`config.mk`:
```
export PLATFORM = sky130hd
export DESIGN_NAME = bsg_manycore_link_sif_responder_array
export DESIGN_NICKNAME = d
export VERILOG_FILES = /design/src/rtl/bsg_manycore_pkg.sv /design/src/rtl/bsg_manycore_link_sif_responder.sv /design/src/rtl/bsg_manycore_link_sif_responder_array.sv
export SDC_FILE = /design/constraint.sdc
export NUM_CORES = 1
export LEC_CHECK = 0
export ABC_AREA = 0
export CAP_MARGIN = 20
export CORE_AREA = 2 2 133 135
export CTS_BUF_LIST = sky130_fd_sc_hd__clkbuf_16
export DETAILED_ROUTE_END_ITERATION = 16
export DIE_AREA = 0 0 135 137
export PLACE_DENSITY_LB_ADDON = 0.12
export SLEW_MARGIN = 20
export SYNTH_ARGS = -nofsm -noshare
export SYNTH_HDL_FRONTEND = slang
export SYNTH_HIERARCHICAL = 1
export SYNTH_SLANG_ARGS = --single-unit
```
`constraint.sdc`:
```
create_clock -name clk_i -period 2.9 [get_ports clk_i]
set_input_delay 0.58 -clock clk_i [delete_from_list [all_inputs] [get_ports clk_i]]
set_output_delay 0.58 -clock clk_i [all_outputs]
set_load 0.01 [all_outputs]
```
`src/rtl/bsg_manycore_pkg.sv`:
```
// Shared manycore packet encodings and width helpers for the link responder.
// Packet structs are declared inside each module from these widths so they track the parameters.
package bsg_manycore_pkg;

    localparam int responder_max_fifo_els_gp = 8;
    localparam int reg_id_width_gp           = 5;
    localparam int op_width_gp               = 2;
    localparam int return_type_width_gp      = 2;

    typedef enum logic [op_width_gp-1:0] {
        e_remote_load  = 2'd0,
        e_remote_store = 2'd1,
        e_remote_amo   = 2'd2,
        e_remote_sw    = 2'd3
    } bsg_manycore_packet_op_e;

    typedef enum logic [return_type_width_gp-1:0] {
        e_return_credit   = 2'd0,
        e_return_int_wb   = 2'd1,
        e_return_float_wb = 2'd2,
        e_return_ifetch   = 2'd3
    } bsg_manycore_return_packet_type_e;

    // Field order of packet_s: addr, op, reg_id, payload, src_y, src_x, y_cord, x_cord.
    function automatic int packet_width(input int a, input int d, input int x, input int y);
        return a + op_width_gp + reg_id_width_gp + d + 2 * (x + y);
    endfunction

    // Field order of return_packet_s: pkt_type, data, reg_id, y_cord, x_cord.
    function automatic int return_packet_width(input int d, input int x, input int y);
        return return_type_width_gp + d + reg_id_width_gp + x + y;
    endfunction

    // link_sif_s = {fwd {v, packet, ready_and_rev}, rev {v, return_packet, ready_and_rev}}.
    function automatic int link_sif_width(input int a, input int d, input int x, input int y);
        return 4 + packet_width(a, d, x, y) + return_packet_width(d, x, y);
    endfunction

endpackage

```
`src/rtl/bsg_manycore_link_sif_responder.sv`:
```
// One terminated manycore link: answers every request, discards stray responses, counts both.
// BSG_MANYCORE_RESPONDER_CAPTURE_EN adds first-offender capture registers.
module bsg_manycore_link_sif_responder
    import bsg_manycore_pkg::*;
#(
    parameter int          addr_width_p   = 28,
    parameter int          data_width_p   = 32,
    parameter int          x_cord_width_p = 4,
    parameter int          y_cord_width_p = 4,
    parameter int          fifo_els_p     = 2,
    parameter int          count_width_p  = 16,
    parameter logic [31:0] error_data_p   = 32'hDEADBEEF,
    localparam int         link_sif_w     = link_sif_width(addr_width_p, data_width_p,
                                                           x_cord_width_p, y_cord_width_p)
) (
    input  logic                      clk_i,
    input  logic                      reset_n_i,
    input  logic [link_sif_w-1:0]     link_sif_i,
    output logic [link_sif_w-1:0]     link_sif_o,
    input  logic                      clear_i,
    output logic [count_width_p-1:0]  stray_req_cnt_o,
    output logic [count_width_p-1:0]  stray_rsp_cnt_o,
    output logic                      err_o,
    output logic [x_cord_width_p-1:0] first_src_x_o,
    output logic [y_cord_width_p-1:0] first_src_y_o,
    output logic [addr_width_p-1:0]   first_addr_o
);

    typedef struct packed {
        logic [addr_width_p-1:0]     addr;
        bsg_manycore_packet_op_e     op;
        logic [reg_id_width_gp-1:0]  reg_id;
        logic [data_width_p-1:0]     payload;
        logic [y_cord_width_p-1:0]   src_y_cord;
        logic [x_cord_width_p-1:0]   src_x_cord;
        logic [y_cord_width_p-1:0]   y_cord;
        logic [x_cord_width_p-1:0]   x_cord;
    } packet_s;

    typedef struct packed {
        bsg_manycore_return_packet_type_e pkt_type;
        logic [data_width_p-1:0]          data;
        logic [reg_id_width_gp-1:0]       reg_id;
        logic [y_cord_width_p-1:0]        y_cord;
        logic [x_cord_width_p-1:0]        x_cord;
    } return_packet_s;

    typedef struct packed {
        logic    v;
        packet_s data;
        logic    ready_and_rev;
    } fwd_s;

    typedef struct packed {
        logic           v;
        return_packet_s data;
        logic           ready_and_rev;
    } rev_s;

    typedef struct packed {
        fwd_s fwd;
        rev_s rev;
    } link_sif_s;

    localparam int ptr_w   = (fifo_els_p > 1) ? $clog2(fifo_els_p) : 1;
    localparam int mem_els = 1 << ptr_w;
    localparam logic [data_width_p-1:0] err_data_lp = data_width_p'(error_data_p);

    link_sif_s link_in, link_out;
    assign link_in    = link_sif_i;
    assign link_sif_o = link_out;

    logic [ptr_w-1:0] wr_ptr_q, wr_ptr_d, rd_ptr_q, rd_ptr_d;
    logic [3:0]       count_q, count_d;
    return_packet_s   mem_q [mem_els];
    return_packet_s   rsp;
    logic             full, empty, fwd_ready, req_acc, rsp_acc, pop;

    // Ready looks only at the registered occupancy, never at the same-cycle pop.
    assign full      = (count_q == 4'(fifo_els_p));
    assign empty     = (count_q == 4'd0);
    assign fwd_ready = reset_n_i & ~full;
    assign req_acc   = link_in.fwd.v & fwd_ready;
    assign rsp_acc   = link_in.rev.v;
    assign pop       = ~empty & link_in.rev.ready_and_rev;

    function automatic logic [ptr_w-1:0] ptr_inc(input logic [ptr_w-1:0] p);
        return (p == ptr_w'(fifo_els_p - 1)) ? '0 : p + 1'b1;
    endfunction

    function automatic logic [count_width_p-1:0] sat_next(input logic [count_width_p-1:0] cnt,
                                                          input logic ev, input logic clr);
        if (clr)                  return ev ? count_width_p'(1) : '0;
        else if (ev && ~&cnt)     return cnt + count_width_p'(1);
        else                      return cnt;
    endfunction

    always_comb begin
        rsp            = '0;
        rsp.reg_id     = link_in.fwd.data.reg_id;
        rsp.x_cord     = link_in.fwd.data.src_x_cord;
        rsp.y_cord     = link_in.fwd.data.src_y_cord;
        rsp.pkt_type   = e_return_credit;
        if (link_in.fwd.data.op == e_remote_load) begin
            rsp.pkt_type = e_return_int_wb;
            rsp.data     = err_data_lp;
        end
    end

    always_comb begin
        wr_ptr_d = req_acc ? ptr_inc(wr_ptr_q) : wr_ptr_q;
        rd_ptr_d = pop ? ptr_inc(rd_ptr_q) : rd_ptr_q;
        count_d  = count_q + {3'b000, req_acc} - {3'b000, pop};
    end

    always_ff @(posedge clk_i or negedge reset_n_i) begin
        if (!reset_n_i) begin
            wr_ptr_q <= '0;
            rd_ptr_q <= '0;
            count_q  <= '0;
        end else begin
            wr_ptr_q <= wr_ptr_d;
            rd_ptr_q <= rd_ptr_d;
            count_q  <= count_d;
        end
    end

    // Storage is qualified by count_q, so it needs no reset.
    always_ff @(posedge clk_i) begin
        if (req_acc) mem_q[wr_ptr_q] <= rsp;
    end

    always_comb begin
        link_out                   = '0;
        link_out.fwd.ready_and_rev = fwd_ready;
        link_out.rev.v             = ~empty;
        link_out.rev.data          = mem_q[rd_ptr_q];
        link_out.rev.ready_and_rev = 1'b1;
    end

    logic [count_width_p-1:0] req_cnt_q, req_cnt_d, rsp_cnt_q, rsp_cnt_d;
    logic                     err_q, err_d;

    always_comb begin
        req_cnt_d = sat_next(req_cnt_q, req_acc, clear_i);
        rsp_cnt_d = sat_next(rsp_cnt_q, rsp_acc, clear_i);
        err_d     = (req_acc | rsp_acc) ? 1'b1 : (clear_i ? 1'b0 : err_q);
    end

    always_ff @(posedge clk_i or negedge reset_n_i) begin
        if (!reset_n_i) begin
            req_cnt_q <= '0;
            rsp_cnt_q <= '0;
            err_q     <= 1'b0;
        end else begin
            req_cnt_q <= req_cnt_d;
            rsp_cnt_q <= rsp_cnt_d;
            err_q     <= err_d;
        end
    end

    assign stray_req_cnt_o = req_cnt_q;
    assign stray_rsp_cnt_o = rsp_cnt_q;
    assign err_o           = err_q;

`ifdef BSG_MANYCORE_RESPONDER_CAPTURE_EN
    logic                      captured_q, captured_d;
    logic [x_cord_width_p-1:0] first_x_q, first_x_d;
    logic [y_cord_width_p-1:0] first_y_q, first_y_d;
    logic [addr_width_p-1:0]   first_addr_q, first_addr_d;

    // A request coinciding with clear starts a fresh capture window.
    always_comb begin
        captured_d   = captured_q;
        first_x_d    = first_x_q;
        first_y_d    = first_y_q;
        first_addr_d = first_addr_q;
        if (req_acc && (clear_i || !captured_q)) begin
            captured_d   = 1'b1;
            first_x_d    = link_in.fwd.data.src_x_cord;
            first_y_d    = link_in.fwd.data.src_y_cord;
            first_addr_d = link_in.fwd.data.addr;
        end else if (clear_i) begin
            captured_d   = 1'b0;
            first_x_d    = '0;
            first_y_d    = '0;
            first_addr_d = '0;
        end
    end

    always_ff @(posedge clk_i or negedge reset_n_i) begin
        if (!reset_n_i) begin
            captured_q   <= 1'b0;
            first_x_q    <= '0;
            first_y_q    <= '0;
            first_addr_q <= '0;
        end else begin
            captured_q   <= captured_d;
            first_x_q    <= first_x_d;
            first_y_q    <= first_y_d;
            first_addr_q <= first_addr_d;
        end
    end

    assign first_src_x_o = first_x_q;
    assign first_src_y_o = first_y_q;
    assign first_addr_o  = first_addr_q;

    logic unused_bits;
    assign unused_bits = ^{link_in.fwd.ready_and_rev, link_in.fwd.data.payload,
                           link_in.fwd.data.x_cord, link_in.fwd.data.y_cord, link_in.rev.data};
`else
    assign first_src_x_o = '0;
    assign first_src_y_o = '0;
    assign first_addr_o  = '0;

    logic unused_bits;
    assign unused_bits = ^{link_in.fwd.ready_and_rev, link_in.fwd.data.payload,
                           link_in.fwd.data.addr, link_in.fwd.data.x_cord,
                           link_in.fwd.data.y_cord, link_in.rev.data};
`endif

endmodule

```
`src/rtl/bsg_manycore_link_sif_responder_array.sv`:
```
// Active terminator for num_links_p unused manycore edge links; one responder per link.
// BSG_MANYCORE_RESPONDER_CAPTURE_EN enables first-offender capture on every link.
module bsg_manycore_link_sif_responder_array
    import bsg_manycore_pkg::*;
#(
    parameter int          addr_width_p   = 28,
    parameter int          data_width_p   = 32,
    parameter int          x_cord_width_p = 4,
    parameter int          y_cord_width_p = 4,
    parameter int          num_links_p    = 1,
    parameter int          fifo_els_p     = 2,
    parameter int          count_width_p  = 16,
    parameter logic [31:0] error_data_p   = 32'hDEADBEEF,
    localparam int         link_sif_w     = link_sif_width(addr_width_p, data_width_p,
                                                           x_cord_width_p, y_cord_width_p)
) (
    input  logic                                       clk_i,
    input  logic                                       reset_n_i,
    input  logic [num_links_p-1:0][link_sif_w-1:0]     link_sif_i,
    output logic [num_links_p-1:0][link_sif_w-1:0]     link_sif_o,
    input  logic                                       clear_i,
    output logic [num_links_p-1:0][count_width_p-1:0]  stray_req_cnt_o,
    output logic [num_links_p-1:0][count_width_p-1:0]  stray_rsp_cnt_o,
    output logic [num_links_p-1:0]                     err_o,
    output logic [num_links_p-1:0][x_cord_width_p-1:0] first_src_x_o,
    output logic [num_links_p-1:0][y_cord_width_p-1:0] first_src_y_o,
    output logic [num_links_p-1:0][addr_width_p-1:0]   first_addr_o
);

    for (genvar i = 0; i < num_links_p; i++) begin : g_link
        bsg_manycore_link_sif_responder #(
            .addr_width_p   (addr_width_p),
            .data_width_p   (data_width_p),
            .x_cord_width_p (x_cord_width_p),
            .y_cord_width_p (y_cord_width_p),
            .fifo_els_p     (fifo_els_p),
            .count_width_p  (count_width_p),
            .error_data_p   (error_data_p)
        ) u_responder (
            .clk_i           (clk_i),
            .reset_n_i       (reset_n_i),
            .link_sif_i      (link_sif_i[i]),
            .link_sif_o      (link_sif_o[i]),
            .clear_i         (clear_i),
            .stray_req_cnt_o (stray_req_cnt_o[i]),
            .stray_rsp_cnt_o (stray_rsp_cnt_o[i]),
            .err_o           (err_o[i]),
            .first_src_x_o   (first_src_x_o[i]),
            .first_src_y_o   (first_src_y_o[i]),
            .first_addr_o    (first_addr_o[i])
        );
    end

endmodule

```
==> impl_metrics.prom <==
# TYPE chip_impl_metric gauge
chip_impl_metric{name="grt_overflow",unit=""} 0
chip_impl_metric{name="max_capacitance_violation_count",unit=""} 0
chip_impl_metric{name="insertedDiodeCount",unit=""} 0
chip_impl_metric{name="power_per_cell_area",unit="nW/um^2"} 606
chip_impl_metric{name="wl_cell",unit="microns"} 13.2
chip_impl_metric{name="worst_r2r_path_depth",unit=""} 9
chip_impl_metric{name="io_pins",unit=""} 340
chip_impl_metric{name="die_h",unit="microns"} 137
chip_impl_metric{name="worstSkewPairLatency",unit="ps"} 330
chip_impl_metric{name="post-cts-setup-buffers",unit=""} 0
chip_impl_metric{name="finalMaxSlewViolations",unit=""} 0
chip_impl_info{name="timing.setup.critical_path_class",value="flop to output pin"} 1
chip_impl_metric{name="globalplace.congestion",unit=""} 0.741
chip_impl_info{name="rsz0062_at_grt",value="no"} 1
chip_impl_metric{name="ir_drop",unit="mV"} 0.259
chip_impl_metric{name="synth_area_per_cell",unit="sq um"} 10.3
chip_impl_metric{name="num_vias",unit=""} 3019
chip_impl_metric{name="synth_sequential_area_ratio",unit=""} 0.393
chip_impl_metric{name="area_growth_syn_to_layout",unit="%"} 17.7
chip_impl_metric{name="fin_area",unit="sq um"} 5440
chip_impl_metric{name="post_cts_resized",unit=""} 0
chip_impl_metric{name="cts.clk_slew.worst_paths",unit="ps"} 60
chip_impl_metric{name="max_slew_margin",unit=""} 0.641
chip_impl_metric{name="synth_cell_types",unit=""} 60
chip_impl_metric{name="grt_start_max_net_pins",unit=""} 40
chip_impl_metric{name="cellLeakagePower",unit="nW"} 2.26
chip_impl_metric{name="hold_buffers",unit=""} 0
chip_impl_metric{name="io_buffer_count",unit=""} 93
chip_impl_metric{name="critPathRequiredTime",unit="ps"} 2320
chip_impl_metric{name="numCtsBuffers",unit=""} 9
chip_impl_metric{name="post-route-drc-count",unit=""} 0
chip_impl_info{name="synth.most_common_cell",value="sky130_fd_sc_hd__buf_4"} 1
chip_impl_metric{name="synth-seq-cells",unit=""} 67
chip_impl_metric{name="syn_inst",unit=""} 450
chip_impl_info{name="clockRootBuffer",value="sky130_fd_sc_hd__clkbuf_16"} 1
chip_impl_info{name="synth_top_flop_cell",value="sky130_fd_sc_hd__dfrtp_1"} 1
chip_impl_metric{name="tritoncts_num_sinks",unit=""} 67
chip_impl_metric{name="die_x",unit="microns"} 135
chip_impl_info{name="synth.largest_area_cell",value="sky130_fd_sc_hd__buf_4"} 1
chip_impl_info{name="synth_area_leaders",value="sky130_fd_sc_hd__buf_4, sky130_fd_sc_hd__dfrtp_1, sky130_fd_sc_hd__edfxtp_1"} 1
chip_impl_metric{name="final_core_util",unit=""} 0.319
chip_impl_metric{name="drt.antenna.violating_nets",unit=""} 0
chip_impl_metric{name="count_of_flip_flops_with_a_built_in_enable_after_synthesis",unit=""} 28
chip_impl_metric{name="placedInstanceArea",unit="sq um"} 5160
chip_impl_metric{name="timing.final.setup_violations",unit=""} 0
chip_impl_metric{name="fp-row-count",unit=""} 48
chip_impl_metric{name="synth-async-reset-ratio",unit=""} 0.582
chip_impl_metric{name="totalWireLength",unit="microns"} 10000
chip_impl_metric{name="period_needed",unit="ps"} 2460
chip_impl_metric{name="maximum_count_of_clock_buffers_along_a_single_path",unit=""} 2
chip_impl_metric{name="finish.net_count",unit=""} 671
chip_impl_metric{name="antenna_found_initial",unit=""} 1
chip_impl_metric{name="fin_crit_sh",unit=""} 0.849
chip_impl_metric{name="max_freq",unit="MHz"} 406
chip_impl_info{name="tritoncts",value="done"} 1
chip_impl_metric{name="post_dp_hpwl",unit="microns"} 7380
chip_impl_metric{name="fp.coreArea",unit="sq um"} 17100
chip_impl_metric{name="timing.critical_path.fanout_max",unit=""} 25
chip_impl_metric{name="initial_core_util",unit=""} 0.271
chip_impl_metric{name="grt_pass1_wl",unit="microns"} 14800
chip_impl_metric{name="synthesis.area",unit="sq um"} 4620
chip_impl_metric{name="avgViaCountPerCell",unit=""} 3.99
chip_impl_metric{name="hold_viol_final",unit=""} 0
chip_impl_metric{name="critPathArrivalTime",unit="ps"} 1880
chip_impl_metric{name="synthesis_warning_total",unit=""} 6
chip_impl_metric{name="synth_top_area_share",unit=""} 0.257
chip_impl_info{name="most_frequent_cells_after_synthesis",value="sky130_fd_sc_hd__buf_4, sky130_fd_sc_hd__dfrtp_1, sky130_fd_sc_hd__edfxtp_1"} 1
chip_impl_metric{name="clock-skew-final",unit="ps"} 7.07
chip_impl_metric{name="aggregate_negative_setup_slack",unit="ps"} 0
chip_impl_metric{name="drive_above_1_share",unit=""} 0.113
chip_impl_metric{name="drt_iter0_drc",unit=""} 121
chip_impl_metric{name="n_fill_cell",unit=""} 1773
chip_impl_metric{name="clock_tree.htree_level_count",unit=""} 3
chip_impl_info{name="cp-end-kind",value="output pin"} 1
chip_impl_info{name="run_status",value="completed"} 1
chip_impl_metric{name="drtPass1Iterations",unit=""} 4
chip_impl_info{name="worst_hold_path_type",value="input pin to async pin"} 1
chip_impl_metric{name="global_route.usage.total",unit=""} 0.104
chip_impl_metric{name="tightest_slew",unit="ps"} 538
chip_impl_metric{name="grt_pass1_vias",unit=""} 2734
chip_impl_info{name="crit_path_start_kind",value="flop"} 1
chip_impl_metric{name="design.die.area",unit="sq um"} 18500
-- cell type report --
cell class | instances | area [sq um] | area share
timing repair buffer | 104 | 1010 | 0.185
tap | 225 | 282 | 0.0518
clock buffer | 9 | 225 | 0.0414
sequential | 67 | 1820 | 0.334
multi-input combinational | 332 | 2010 | 0.369
clock inverter | 7 | 52.6 | 0.00966
inverter | 12 | 45.0 | 0.00828
-- state kept, by name, indices dropped and copies added, names as in the netlist --
signal,flops
g_link.u_responder/mem_q,28
g_link.u_responder/stray_req_cnt_o,16
g_link.u_responder/stray_rsp_cnt_o,16
g_link.u_responder/count_q,4
g_link.u_responder/err_o,1
g_link.u_responder/rd_ptr_q,1
g_link.u_responder/wr_ptr_q,1
-- cell usage in the layout (no fill, tap or decap), types with 8 or more instances in the layout --
cell / netlist / final
sky130_fd_sc_hd__nor2b_1: 11 / 11
sky130_fd_sc_hd__buf_4: 158 / 11
sky130_fd_sc_hd__a21oi_1: 17 / 17
sky130_fd_sc_hd__nand2_1: 22 / 22
sky130_fd_sc_hd__edfxtp_1: 28 / 28
sky130_fd_sc_hd__nand3_1: 8 / 8
sky130_fd_sc_hd__mux2_2: 14 / 14
sky130_fd_sc_hd__dfrtp_1: 39 / 39
sky130_fd_sc_hd__nor2_1: 16 / 16
sky130_fd_sc_hd__conb_1: 2 / 130
sky130_fd_sc_hd__clkbuf_16: 0 / 9
sky130_fd_sc_hd__clkdlybuf4s50_1: 0 / 92
sky130_fd_sc_hd__inv_1: 11 / 11
sky130_fd_sc_hd__mux2_1: 10 / 10
-- per-layer routing --
layer | wire [microns] | global-route usage
met5 | 15 | 0
met4 | 113 | 0.0330
met3 | 1030 | 0.0415
met2 | 4400 | 0.162
met1 | 4440 | 0.134
-- power breakdown --
| group | internal [W] | switching, W | total (W) | leakage [nW] |
|---|---|---|---|---|
| Combinational | 0.000581 | 0.000534 | 0.00111 | 1.35 |
| Sequential | 0.00110 | 0.0000572 | 0.00116 | 0.779 |
| Clock | 0.000584 | 0.000434 | 0.00102 | 0.136 |
-- metrics by stage --
stage	total power (W)	instances	hold WS (ps)	setup slack, ps
after detailed placement	0.00231	740	514	219
after CTS	0.00336	756	409	380
final	0.00329	756	384	437
after global placement	0.00230	740	508	236
after floorplan	0.00204	578	284	625
after global routing	0.00349	756	449	312
-- critical path, cell delays in order, from the launching register on --
cell and delay, ps:
sky130_fd_sc_hd__dfrtp_1 440, sky130_fd_sc_hd__mux2_2 490, sky130_fd_sc_hd__clkdlybuf4s50_1 610
-- cells by family after synthesis --
| logic type | after synthesis | share of synthesized area |
|---|---|---|
| buf+inv | 179 | 0.276 |
| simple gates | 112 | 0.156 |
| flops | 67 | 0.393 |
| compound gates | 52 | 0.0796 |
| mux | 26 | 0.0628 |
| fa+ha+maj | 8 | 0.0233 |
| xor+xnor | 4 | 0.00759 |
| other cells | 2 | 0.00163 |
-- final timing paths --
path                                                             from                                              endpoint  slack, ps
min in group clk_i            g_link[0].u_responder/err_o$_DFFE_PN0P_               g_link[0].u_responder/err_o$_DFFE_PN0P_        520
max in group asynchronous                                   reset_n_i            g_link[0].u_responder/count_q[2]$_DFF_PN0_       2150
max reg2reg                g_link[0].u_responder/count_q[2]$_DFF_PN0_            g_link[0].u_responder/count_q[2]$_DFF_PN0_        730
max                        g_link[0].u_responder/rd_ptr_q$_DFFE_PN0P_                                        link_sif_o[27]        440
min reg2reg                   g_link[0].u_responder/err_o$_DFFE_PN0P_               g_link[0].u_responder/err_o$_DFFE_PN0P_        520
min                                                         reset_n_i  g_link[0].u_responder/stray_req_cnt_o[4]$_DFFE_PN0P_        380
Note: power is estimated with default switching activity, not from simulation.
